[src/rtl/recovery_pc_restore.sv]
// Restore sequencer for the ECC-protected recovery PC: reads the backup, halts the core
// and hands the resume address over a valid/ack PC-set handshake, with a bounded wait.
module recovery_pc_restore #(
    parameter int unsigned DataWidth  = 32,
    parameter int unsigned AckTimeout = 64
) (
    input  logic                 clk_i,
    input  logic                 rst_ni,
    input  logic                 start_i,
    output logic                 recovery_read_enable_o,
    input  logic [DataWidth-1:0] recovery_program_counter_i,
    input  logic                 recovery_branch_i,
    input  logic [DataWidth-1:0] recovery_branch_addr_i,
    output logic                 backup_write_inhibit_o,
    output logic                 backup_clear_o,
    output logic                 core_halt_o,
    input  logic                 core_halted_i,
    output logic                 core_pc_set_o,
    output logic [DataWidth-1:0] core_pc_value_o,
    input  logic                 core_pc_ack_i,
    output logic                 busy_o,
    output logic                 done_o,
    output logic                 error_o
);
    localparam int unsigned CntWidth = $clog2(AckTimeout);
    localparam logic [CntWidth-1:0] CntMax = CntWidth'(AckTimeout - 1);

    typedef enum logic [2:0] {
        IDLE      = 3'd0,
        READ      = 3'd1,
        WAIT_HALT = 3'd2,
        SET_PC    = 3'd3,
        DONE      = 3'd4
    } state_e;

    state_e                 state_q, state_d;
    logic [DataWidth-1:0]   target_q, target_d;
    logic [CntWidth-1:0]    cnt_q, cnt_d;
    logic                   error_q, error_d;

    always_ff @(posedge clk_i or negedge rst_ni) begin
        if (!rst_ni) begin
            state_q  <= IDLE;
            target_q <= '0;
            cnt_q    <= '0;
            error_q  <= 1'b0;
        end else begin
            state_q  <= state_d;
            target_q <= target_d;
            cnt_q    <= cnt_d;
            error_q  <= error_d;
        end
    end

    // The awaited input is tested before the timeout so a late arrival still succeeds.
    always_comb begin
        state_d  = state_q;
        target_d = target_q;
        cnt_d    = cnt_q;
        error_d  = error_q;
        unique case (state_q)
            IDLE: begin
                if (start_i) begin
                    state_d = READ;
                    error_d = 1'b0;
                end
            end
            READ: begin
                target_d = recovery_branch_i ? recovery_branch_addr_i
                                             : recovery_program_counter_i;
                cnt_d    = '0;
                state_d  = WAIT_HALT;
            end
            WAIT_HALT: begin
                if (core_halted_i) begin
                    cnt_d   = '0;
                    state_d = SET_PC;
                end else if (cnt_q == CntMax) begin
                    error_d = 1'b1;
                    state_d = IDLE;
                end else if (cnt_q != '1) begin
                    cnt_d = cnt_q + 1'b1;
                end
            end
            SET_PC: begin
                if (core_pc_ack_i) begin
                    state_d = DONE;
                end else if (cnt_q == CntMax) begin
                    error_d = 1'b1;
                    state_d = IDLE;
                end else if (cnt_q != '1) begin
                    cnt_d = cnt_q + 1'b1;
                end
            end
            DONE: begin
                state_d = IDLE;
            end
            default: begin
                state_d = IDLE;
            end
        endcase
    end

    always_comb begin
        recovery_read_enable_o = (state_q == READ);
        core_halt_o            = (state_q == WAIT_HALT) || (state_q == SET_PC);
        core_pc_set_o          = (state_q == SET_PC);
        done_o                 = (state_q == DONE);
        backup_clear_o         = (state_q == DONE);
        busy_o                 = (state_q != IDLE);
        backup_write_inhibit_o = (state_q != IDLE);
        core_pc_value_o        = target_q;
        error_o                = error_q;
    end

endmodule
[config.mk]
export PLATFORM = sky130hd
export DESIGN_NAME = recovery_pc_restore
export DESIGN_NICKNAME = d
export VERILOG_FILES = /design/src/rtl/recovery_pc_restore.sv
export SDC_FILE = /design/constraint.sdc
export NUM_CORES = 1
export LEC_CHECK = 0
export ABC_AREA = 1
export CORE_MARGIN = 2
export CORE_UTILIZATION = 46
export CTS_BUF_LIST = sky130_fd_sc_hd__clkbuf_8
export CTS_CLUSTER_DIAMETER = 100
export DETAILED_ROUTE_END_ITERATION = 10
export PLACE_DENSITY = 0.95
export SLEW_MARGIN = 30
export SYNTH_ARGS = -nofsm -noshare
export SYNTH_HDL_FRONTEND = slang
export SYNTH_SLANG_ARGS = --single-unit
[constraint.sdc]
create_clock -name clk_i -period 2.8 [get_ports clk_i]
set_clock_uncertainty 0.2 [all_clocks]
set_input_delay 0.42 -clock clk_i [delete_from_list [all_inputs] [get_ports clk_i]]
set_output_delay 0.42 -clock clk_i [all_outputs]
set_load 0.01 [all_outputs]
# Yosys cells after proc, flatten, opt, wreduce, memory -nomap -nowiden
# Cells that the tools add are included.
word_totals:
  word_cells: 37
  ff_bits: 42
  input_bits: 70
  out_inout_bits: 40
classes:
  add_sub_neg: 1
  n_reduce_logical: 7
  mux: 16
  eq_ne: 9
ops:
  columns: ["cell", "count"]
  rows:
  - ["2-to-1 mux 32 bit", 1]
  - ["2-to-1 mux 6 bit", 4]
  - ["case mux 6 bit (3 select lines)", 1]
  - ["2-to-1 mux 3 bit", 4]
  - ["case mux 3 bit (4 select lines)", 1]
  - ["nonzero test 3 bit", 3]
  - ["adder 6 x 1 -> 6 bit (second input constant)", 1]
  - ["== test 3 x 2 -> 1 bit (second input constant)", 2]
  - ["== test 6 bit (second input constant)", 1]
  - ["inequality test 2 bit (second input constant)", 3]
  - ["inequality test 6 bit (second input constant)", 1]
  - ["2-to-1 mux 1 bit", 4]
  - ["AND reduction 4 bit", 1]
  - ["== test 3 x 1 -> 1 bit (second input constant)", 1]
  - ["== test 3 bit (second input constant)", 1]
  - ["logical NOT 3 bit", 1]
  - ["case mux 1 bit (3 select lines)", 1]
  - ["AND reduction 2 bit", 1]
  - ["logical OR 1 bit", 1]

# Logic depth before layout (Yosys ltp)
# Gate-level depths: netlist of run 1.
depth:
  depth_word: 5
  ltp_mapped: 8
  mapped_depth_nobuf: 8

# Least setup slack after synthesis of run 1
# No wires, ideal clock.
synth_timing:
  kind: "register -> output"
  startpoint: "register state_q[1]"
  endpoint: "output done_o"
  required_time_ns: 2.180
  setup_slack_ns: 1.152
  arrival_time_ns: 1.028
  path_buffers: 2
  path_stages_with_launch: 4
  path_cell_list: "dfrtp_1 buf_6 nor3_1 buf_4"
synth_via:
  elab_chain_len: 1
synth_lines:
  columns: ["element", "line", "rtl"]
  rows:
  - ["start: declaration", "36", "state_e state_q, state_d;"]
  - ["start signal: assignment", "48", "state_q <= state_d;"]
  - ["== test 3 bit", null, null]
  - ["end: declaration", "22", "output logic done_o,"]
# Every way passes these cells.

# Worst setup path in the final report of run 1
layout_timing:
  startpoint: "register state_q[2]"
  endpoint: "output core_halt_o"
layout_via:
  elab_chain_len: 2
  word_cells_on_any_way: 3
  cone_classes: "2 x eq/ne; 1 x reduce/logical"
layout_lines:
  columns: ["element", "line", "rtl"]
  rows:
  - ["== test 3 x 2 -> 1 bit", "106", "core_halt_o = (state_q == WAIT_HALT) || (state_q == SET_PC);"]
  - ["logical OR 1 bit *", "106", null]
  - ["end: declaration", "16", "output logic core_halt_o,"]
# Mark *: on every way between the ends. The rest lies on a longest branch, timed or not.

==> results.tsv, run 1 <==
stage	metric	value	unit
outcome	outcome	finished, final reports clean	
flow_run	max_cap viols	0	
placed_design	post-detail-place hpwl	4.27	mm
cts	Skew-Pair Late Insertion Delay	290	ps
worst_setup_path	crit path cell chain	inv_2 -> nand3_1 -> nand2_1 -> clkdlybuf4s50_1	
timing	endpoints failing setup	0	
routing	Iter 0 DRT Violations	111	
routing	WL/cell	11.5	um
timing	slew margin rel.	42.6	%
routing	drt total wl	5.42	mm
worst_setup_path	Startpoint Class	register	
synth	Synth Register Bits	42	
worst_setup_path	largest stage delay on the critical path	540	ps
floorplanning	die height	75.2	um
timing	Slew @ Worst Pin	861	ps
layout	Layout Cells excl Fill	471	
synth	register area share after synthesis	45.1	%
cts	# resized after CTS	0	
floorplanning	Die ar.	5660	um^2
power	clock power share	17.5	%
placed_design	placed cell areas	3390	um^2
placed_design	Buffers on Ports	109	
timing	Fin. Hold Viols	0	
cts	CTS Sinks	42	
worst_setup_path	FF-to-FF End	core_pc_value_o[2]	
min_path	HP Class	register to register	
global_routing	global-route wire length before repair	8.71	mm
worst_setup_path	worst-path maximum fanout	7	
worst_setup_path	Crit Path Category	register to output port	
cts	clock-pin slew on the worst setup and hold paths	70	ps
floorplanning	Starting Density	48.4	%
timing	Fin Setup TNS	0	ps
timing	final hold slack	285	ps
power	PwrDens	938	nW/um^2
worst_setup_path	critical path endpoint	core_halt_o	
power	P_sw	1210	uW
power	Worst VDD drop	0.442	mV
worst_setup_path	Critical Path AT	1670	ps
worst_setup_path	Reg2Reg Depth	6	
cts	clock buffer depth	2	
timing	unrepaired setup endpoints after global routing	no	
synth	YS warnings	0	
layout	# fillers	377	
floorplanning	io pins	110	
routing	Final ANT Viol Nets	0	
routing	routed vias	2239	
synth	Yosys cell types	24	
cts	Root Driver	clkbuf_8	
worst_setup_path	crit path from	state_q[2]	
cts	CTS tree	built	
worst_setup_path	CP top delay family	buffers and inverters	
routing	vias per cell	4.75	
timing	Tcrit/Tclk final	81.8	%
power	Comb power frac	50.6	%
global_routing	vias in the first global route	2103	
placed_design	dpl cells	462	
global_routing	antenna violations before repair	0	
timing	Fmax	437	MHz
power	static leakage	0.00169	uW
worst_setup_path	reg2reg start	state_q[0]	
layout	# diodes	0	
cts	cts bufs inserted	5	
power	Net Sw Frac	36.4	%
synth	synthesized area	2330	um^2
global_routing	all-layer global routing usage	20.3	%
floorplanning	Die Width	75.2	um
power	register share of total power	31.9	%
routing	Residual DRC	0	
layout	Storage cell area	1050	um^2
worst_setup_path	Buf/Inv on CP	2	
placed_design	Final Wtd Congestion	0.828	
synth	Mapped Cells	302	
worst_setup_path	Crit path required time	2180	ps
worst_setup_path	r2r setup slk	1040	ps
floorplanning	number of placement rows	25	
layout	Area Overhead vs Synth	52.1	%
synth	syn_nets	373	
cts	number of H-tree levels	2	
global_routing	GRT overflow	0	
layout	NumNets Final	474	
synth	Syn Area/Cell	7.72	um^2
layout	Multi-input gate area	976	um^2
layout	fin area	3550	um^2
layout	layout cells sized above 1	10.6	%
power	Pint	2120	uW
global_routing	pin count of the biggest net entering global routing	65	
floorplanning	Core Region	4820	um^2
timing	Pins Over Slew Limit	0	
routing	drt pass-1 iters	5	
worst_setup_path	CP Capture Type	output port	
worst_setup_path	WP depth	4	
worst_setup_path	Slowest-stage cell, CP	clkdlybuf4s50_1	
timing	Tmin final	2290	ps
-- cell usage after synthesis (all sizes together) --
library cell  instances  area [um^2]
nor3                  2         21.3
nand3b                1         7.51
o21ai                72          450
clkbuf                4         15.0
nand2                91          347
a21oi                 2         10.0
nand3                 8         40.0
nor2                 13         53.8
buf                  13          110
inv                  48          180
ha                    1         12.5
nand4                 3         18.8
o21a                  1         7.51
a21boi                1         7.51
dfrtp                42         1050
-- flip-flops by register name, indices dropped and copies added (netlist names) --
register,flops
error_o,1
core_pc_value_o,32
state_q,3
cnt_q,6
-- power by group through the flow --
stage               logic [uW]  registers (uW)  clock network, uW
global placement          1650            1050                  0
floorplan                  890            1140                  0
detailed placement        1700            1070                  0
finish                    1680            1060                581
CTS                       1710            1060                592
global route              1860            1090                618
-- timing repair --
action | CTS | global route
hold buffers | 0 | 1
setup endpoints to repair | 0 | 0
hold endpoints to repair | 0 | 42
setup buffers | 0 | 0
-- cells by family after synthesis --
logic type / count (synthesis) / share of synthesized area [%]
and+or+nand+nor: 118 / 20.9
AOI/OAI and AO/OA: 76 / 20.4
buffers and inverters: 65 / 13.1
DFF: 42 / 45.1
adders and majority gates: 1 / 0.536
-- how the worst min path moves through the flow --
stage | startpoint | endpoint | depth (start not counted)
floorplan | rst_ni | cnt_q[0] | 0
global placement | core_pc_value_o[2] | core_pc_value_o[2] | 2
detailed placement | core_pc_value_o[13] | core_pc_value_o[13] | 2
CTS | rst_ni | core_pc_value_o[10] | 1
global route | core_pc_value_o[0] | core_pc_value_o[0] | 2
finish | core_pc_value_o[28] | core_pc_value_o[28] | 2
-- layer usage --
metal,GRT usage [%],vias up,routed length (um)
met3,7.23,9,426
met4,7.99,0,89
met2,37.1,87,2900
li1,-,1140,-
met5,0,-,0
met1,21.2,1003,2010
-- layout by cell type, fill, tap and decap left out, types with 2 or more instances in the layout --
cell type / instances
inv_1: 45
o21ai_1: 9
a21oi_1: 2
nand2_1: 89
o21ai_2: 24
nand3_1: 8
bufinv_16: 2
nor2_2: 2
nor2_1: 11
inv_2: 3
nand4_1: 3
clkdlybuf4s50_1: 107
o21ai_0: 39
clkbuf_8: 6
nand2_2: 2
dfrtp_1: 42
-- per-stage QoR --
| stage | utilization [%] | power [uW] | setup slack, ps |
|---|---|---|---|
| 6_report | 73.6 | 3330 | 511 |
| 5_1_grt | 73.6 | 3570 | 415 |
| 4_1_cts | 73.4 | 3360 | 510 |
| 3_5_place_dp | 70.4 | 2770 | 825 |
| 3_3_place_gp | 70.4 | 2700 | 866 |
| 2_1_floorplan | - | 2030 | 1150 |
-- tightest hold or removal path, stage by stage, from the launching register on --
cell     delay (ps)
dfrtp_1         350
nand2_1          60
o21ai_2          50
-- layout make-up --
cell class                 count  share of cell area [%]
timing repair buffer         111                    31.4
sequential                    42                    29.6
multi-input combinational    195                    27.5
inverter                      48                    5.08
tap                           67                    2.36
clock buffer                   6                    2.33
clock inverter                 2                    1.69
No activity file was read; power rests on OpenSTA's default activity.
==> inputs of run 2 (changes only) <==
--- a/config.mk
+++ b/config.mk
@@ -7,11 +7,11 @@
 export LEC_CHECK = 0
 export ABC_AREA = 1
 export CORE_MARGIN = 2
-export CORE_UTILIZATION = 46
+export CORE_UTILIZATION = 38
 export CTS_BUF_LIST = sky130_fd_sc_hd__clkbuf_8
 export CTS_CLUSTER_DIAMETER = 100
 export DETAILED_ROUTE_END_ITERATION = 10
-export PLACE_DENSITY = 0.95
+export PLACE_DENSITY = 0.88
 export SLEW_MARGIN = 30
 export SYNTH_ARGS = -nofsm -noshare
 export SYNTH_HDL_FRONTEND = slang
==> constraint.sdc (replaced) <==
create_clock -name clk_i -period 1.9 [get_ports clk_i]
set_clock_uncertainty 0.2 [all_clocks]
set_input_delay 0.285 -clock clk_i [delete_from_list [all_inputs] [get_ports clk_i]]
set_output_delay 0.285 -clock clk_i [all_outputs]
set_load 0.01 [all_outputs]
==> results.tsv, run 2 (synthesis results as in run 1) <==
stage	metric	value	unit	change
routing	Final ANT Viol Nets	0		unchanged
power	PwrDens	1300	nW/um^2	+38%
timing	Tcrit/Tclk final	97.8	%	
routing	Iter 0 DRT Violations	143		+29%
flow_run	max_cap viols	0		unchanged
layout	fin area	3590	um^2	+1.2%
worst_setup_path	Slowest-stage cell, CP	dfrtp_2		
placed_design	placed cell areas	3460	um^2	+2.1%
power	static leakage	0.00173	uW	+2.7%
min_path	Hold Path Cell Cnt	2		unchanged
routing	vias per cell	4.68		-1.5%
global_routing	all-layer global routing usage	17.4	%	-2.9 points
routing	drt pass-1 iters	4		-1
floorplanning	Core Region	5920	um^2	+23%
worst_setup_path	Crit Path Category	register to output port		
outcome	outcome	finished, final reports clean		
power	Worst VDD drop	0.670	mV	+51%
worst_setup_path	Crit path required time	1410	ps	-770 ps
min_path	HP Class	register to register		
routing	Residual DRC	0		unchanged
worst_setup_path	CP Capture Type	output port		
timing	endpoints failing setup	0		unchanged
worst_setup_path	WP depth	4		unchanged
floorplanning	Die Width	82.3	um	+9.5%
timing	Pins Over Slew Limit	0		unchanged
timing	Tmin final	1860	ps	
floorplanning	die height	82.3	um	+9.5%
layout	# fillers	538		+43%
global_routing	pin count of the biggest net entering global routing	65		unchanged
layout	# diodes	0		unchanged
worst_setup_path	crit path cell chain	buf_4 -> nand3_1 -> nand2_1 -> dlygate4sd2_1		
layout	NumNets Final	481		+1.5%
placed_design	Final Wtd Congestion	0.746		-9.9%
cts	CTS Sinks	42		unchanged
floorplanning	Starting Density	39.4	%	-9.0 points
placed_design	post-detail-place hpwl	4.29	mm	+0.44%
cts	number of H-tree levels	2		unchanged
cts	CTS tree	built		
placed_design	Place WS	49.0	ps	-776 ps
timing	unrepaired setup endpoints after global routing	no		
routing	routed vias	2271		+1.4%
worst_setup_path	largest stage delay on the critical path	450	ps	-90 ps
timing	Fin Setup TNS	0	ps	unchanged
cts	clock buffer depth	2		unchanged
timing	Fin. Hold Viols	0		unchanged
layout	layout cells sized above 1	12.9	%	+2.3 points
cts	Skew-Pair Late Insertion Delay	280	ps	about the same
layout	most frequent cells in the layout	clkdlybuf4s50_1 (100), nand2_1 (89), inv_1 (47)		
timing	crit path setup slack, layout	42.7	ps	-468 ps
cts	Root Driver	clkbuf_8		
worst_setup_path	Critical Path AT	1370	ps	-300 ps
global_routing	vias in the first global route	2184		+3.9%
floorplanning	number of placement rows	28		+12%
cts	clock-pin slew on the worst setup and hold paths	70	ps	about the same
timing	Slew @ Worst Pin	521	ps	-340 ps
floorplanning	io pins	110		unchanged
worst_setup_path	Startpoint Class	register		
worst_setup_path	Reg2Reg Depth	8		+2
placed_design	Buffers on Ports	109		unchanged
global_routing	global-route wire length before repair	9.09	mm	+4.4%
floorplanning	Die ar.	6780	um^2	+20%
global_routing	GRT overflow	0		unchanged
global_routing	antenna violations before repair	0		unchanged
worst_setup_path	worst-path maximum fanout	4		-3
layout	most common cell after layout, fill and taps aside	clkdlybuf4s50_1		
layout	max reg flops	32		unchanged
worst_setup_path	r2r setup slk	270	ps	-770 ps
routing	drt total wl	5.55	mm	+2.3%
cts	cts bufs inserted	5		unchanged
layout	Area Overhead vs Synth	53.9	%	
power	total power	4660	uW	+40%
timing	Fmax	538	MHz	
worst_setup_path	Buf/Inv on CP	2		unchanged
worst_setup_path	CP top delay family	flip-flops		
timing	slew margin rel.	65.3	%	+23 points
routing	WL/cell	11.4	um	-0.63%
[run 2: stage by stage]
step	hold slack, ps	cells	util, %
2_1_floorplan	-211	302	-
3_3_place_gp	78.1	473	58.5
3_5_place_dp	91.1	473	58.5
4_1_cts	285	485	60.6
5_1_grt	300	485	60.6
6_report	281	485	60.6
[run 2: tightest hold or removal path, cell delays in order, from the launching register on]
cell	delay, ps
dfrtp_1	340
nand2_1	60
o21ai_2	50
[run 2: path summary, 6_finish.rpt]
check	endpoint	startpoint
hold reg to reg	core_pc_value_o[11]	core_pc_value_o[11]
setup / recovery	core_halt_o	state_q[1]
min in group asynchronous	core_pc_value_o[3]	rst_ni
setup reg to reg	cnt_q[2]	cnt_q[0]
max in group asynchronous	state_q[1]	rst_ni
hold / removal	core_pc_value_o[11]	core_pc_value_o[11]
[run 2: power breakdown]
part           leakage, uW  total [uW]  internal, uW  switching (uW)
clock network    0.0000466         524           242             281
logic              0.00117        2590          1310            1280
registers         0.000518        1540          1300             242
total              0.00173        4660          2860            1800
[run 2: per-layer routing]
metal | part of all wire [%] | GRT usage (%) | up-vias
met5 | 0 | 0 | -
met4 | 0.87 | 3.83 | 0
met3 | 8.4 | 5.76 | 6
met2 | 52 | 33.5 | 85
met1 | 39 | 17.9 | 1027
li1 | - | - | 1153
[run 2: timing repair]
item	in CTS	in global routing
setup endpoints to repair	7	0
buffers inserted	4	0
endpoints found under the hold margin	21	0
resized for setup	14	0
hold buffers	1	0
[run 2: area by class of cell]
type | instances | area (um^2) | share of cell area (%)
Clock buffer | 5 | 68.8 | 1.92
Clock inverter | 2 | 7.51 | 0.209
Inverter | 48 | 183 | 5.09
Multi-Input combinational cell | 195 | 988 | 27.5
Sequential cell | 42 | 1050 | 29.4
Tap cell | 75 | 93.8 | 2.62
Timing Repair Buffer | 118 | 1190 | 33.2
==> inputs of run 3 (changes only) <==
--- a/config.mk
+++ b/config.mk
@@ -11,7 +11,9 @@
 export CTS_BUF_LIST = sky130_fd_sc_hd__clkbuf_8
 export CTS_CLUSTER_DIAMETER = 100
 export DETAILED_ROUTE_END_ITERATION = 10
+export HOLD_SLACK_MARGIN = 0.1
 export PLACE_DENSITY = 0.88
+export SETUP_SLACK_MARGIN = 0.5
 export SLEW_MARGIN = 30
 export SYNTH_ARGS = -nofsm -noshare
 export SYNTH_HDL_FRONTEND = slang
==> results.tsv, run 3 (synthesis results as in run 1) <==
stage	metric	value	unit	change
outcome	outcome	finished, final reports clean		
timing	Tcrit/Tclk final	93.4	%	-4.4 points
layout	Area Overhead vs Synth	68.6	%	
floorplanning	number of placement rows	28		unchanged
timing	Fmax	564	MHz	+4.7%
layout	Post-Route Utilization	66.4	%	+5.8 points
cts	cts bufs inserted	5		unchanged
placed_design	Place WS	66.7	ps	+17.7 ps
floorplanning	io pins	110		unchanged
worst_setup_path	worst-path maximum fanout	4		unchanged
cts	number of H-tree levels	2		unchanged
timing	Fin. Hold Viols	0		unchanged
timing	Tmin final	1770	ps	-82.7 ps
routing	routed vias	2442		+7.5%
placed_design	Buffers on Ports	109		unchanged
global_routing	GRT overflow	0		unchanged
layout	max reg flops	32		unchanged
worst_setup_path	CP Capture Type	register		
timing	slew margin rel.	78.8	%	+14 points
power	clock power share	9.5	%	-1.7 points
global_routing	global-route wire length before repair	10.3	mm	+14%
timing	unrepaired setup endpoints after global routing	yes		
power	P_sw	2280	uW	+27%
floorplanning	Core Region	5920	um^2	unchanged
routing	WL/cell	14.3	um	+25%
timing	endpoints failing setup	0		unchanged
floorplanning	die height	82.3	um	unchanged
power	static leakage	0.00197	uW	+13%
routing	drt total wl	7.45	mm	+34%
floorplanning	Starting Density	39.4	%	unchanged
worst_setup_path	Critical Path AT	1780	ps	+410 ps
min_path	HP Class	input port to asynchronous set/reset pin		
worst_setup_path	Startpoint Class	register		
timing	Slew @ Worst Pin	317	ps	-204 ps
timing	Pins Over Slew Limit	0		unchanged
global_routing	antenna violations before repair	0		unchanged
cts	clock buffer depth	2		unchanged
worst_setup_path	Reg2Reg Depth	10		+2
global_routing	all-layer global routing usage	20.2	%	+2.8 points
power	Worst VDD drop	0.880	mV	+31%
floorplanning	Die Width	82.3	um	unchanged
routing	Iter 0 DRT Violations	103		-28%
power	PwrDens	1390	nW/um^2	+6.9%
cts	Root Driver	clkbuf_8		
routing	vias per cell	4.69		about the same
routing	Residual DRC	0		unchanged
global_routing	vias in the first global route	2328		+6.6%
layout	most common cell after layout, fill and taps aside	nand2_1		
floorplanning	Die ar.	6780	um^2	unchanged
cts	CTS tree	built		
power	Pint	3180	uW	+11%
power	register share of total power	28.4	%	-4.7 points
placed_design	Final Wtd Congestion	0.843		+13%
cts	clock-pin slew on the worst setup and hold paths	70	ps	about the same
layout	NumNets Final	517		+7.5%
placed_design	placed cell areas	3460	um^2	about the same
power	total power	5460	uW	+17%
timing	Fin Setup TNS	0	ps	unchanged
layout	# diodes	0		unchanged
worst_setup_path	Crit path required time	1910	ps	+500 ps
routing	drt pass-1 iters	4		unchanged
cts	Skew-Pair Late Insertion Delay	280	ps	about the same
flow_run	max_cap viols	0		unchanged
routing	Final ANT Viol Nets	0		unchanged
global_routing	pin count of the biggest net entering global routing	65		unchanged
power	Net Sw Frac	41.8	%	+3.1 points
power	Comb power frac	62.1	%	+6.5 points
timing	crit path setup slack, layout	125	ps	+82.7 ps
layout	layout cells sized above 1	35.2	%	+22 points
cts	CTS Sinks	42		unchanged
layout	most frequent cells in the layout	nand2_1 (80), clkdlybuf4s50_1 (67), inv_1 (40)		
worst_setup_path	Crit Path Category	register to register		
layout	fin area	3930	um^2	+9.6%
placed_design	post-detail-place hpwl	4.38	mm	+2.1%
-- run 3: cell count changes in the layout (fill, tap and decap cells not counted), moves of 5 or more --
cell,before,now
o21ai_0,39,34
inv_1,47,40
clkdlybuf4s50_1,100,67
buf_4,4,23
nor2_4,0,6
nand2_1,89,80
dlygate4sd2_1,7,0
buf_2,2,35
buf_6,0,22
-- run 3: routing by layer --
metal | up-vias | routed length (um) | GRT usage [%]
met2 | 91 | 4050 | 38.8
met3 | 21 | 402 | 4.78
met4 | 0 | 286 | 8.17
met1 | 1104 | 2710 | 20.7
li1 | 1226 | - | -
met5 | - | 0 | 0
-- run 3: power by group through the flow --
stage | clock (uW) | combinational [uW] | sequential, uW
after floorplan | 0 | 1320 | 1690
after global placement | 0 | 2510 | 1540
after detailed placement | 0 | 2580 | 1570
after CTS | 546 | 2980 | 1530
after global routing | 583 | 3650 | 1590
final | 520 | 3390 | 1550
-- run 3: worst max-delay path: stages (launching register included) --
cell     delay, ps
dfrtp_2        460
buf_6          140
nor2_4         130
buf_4          130
buf_6          110
nor2_4          50
nand2_4        100
inv_2           70
nand2_4         80
nand2_1         80
nor2_1         140
-- run 3: path summary, 6_finish.rpt --
check	startpoint	to	slack (ps)
max in group asynchronous	rst_ni	core_pc_value_o[18]	700
min	rst_ni	state_q[2]	220
max	state_q[1]	cnt_q[2]	130
max reg2reg	state_q[1]	cnt_q[2]	130
min reg2reg	core_pc_value_o[7]	core_pc_value_o[7]	280
min in group clk_i	core_pc_value_o[7]	core_pc_value_o[7]	280
-- run 3: repair_timing --
action                     4_1_cts  5_1_grt
pin swaps                       10       16
buffers inserted                27       12
resized for setup              177       57
setup endpoints to repair       77       72
hold buffers                     1        0
hold endpoints to repair        42        0
-- run 3: area by class of cell --
| type | count | area [um^2] |
|---|---|---|
| multi-input cells | 195 | 1170 |
| fillers | 493 | 1990 |
| flip-flops and latches | 42 | 1050 |
| well taps | 75 | 93.8 |
| clock buffers | 5 | 68.8 |
| clock inverters | 2 | 10.0 |
| inverters | 48 | 188 |
| repair buffers | 154 | 1350 |
-- run 3: through the flow --
step	hold WS (ps)	std cells
2_1_floorplan	-211	302
3_3_place_gp	-20.7	474
3_5_place_dp	-19.4	474
4_1_cts	211	509
5_1_grt	220	521
6_report	220	521
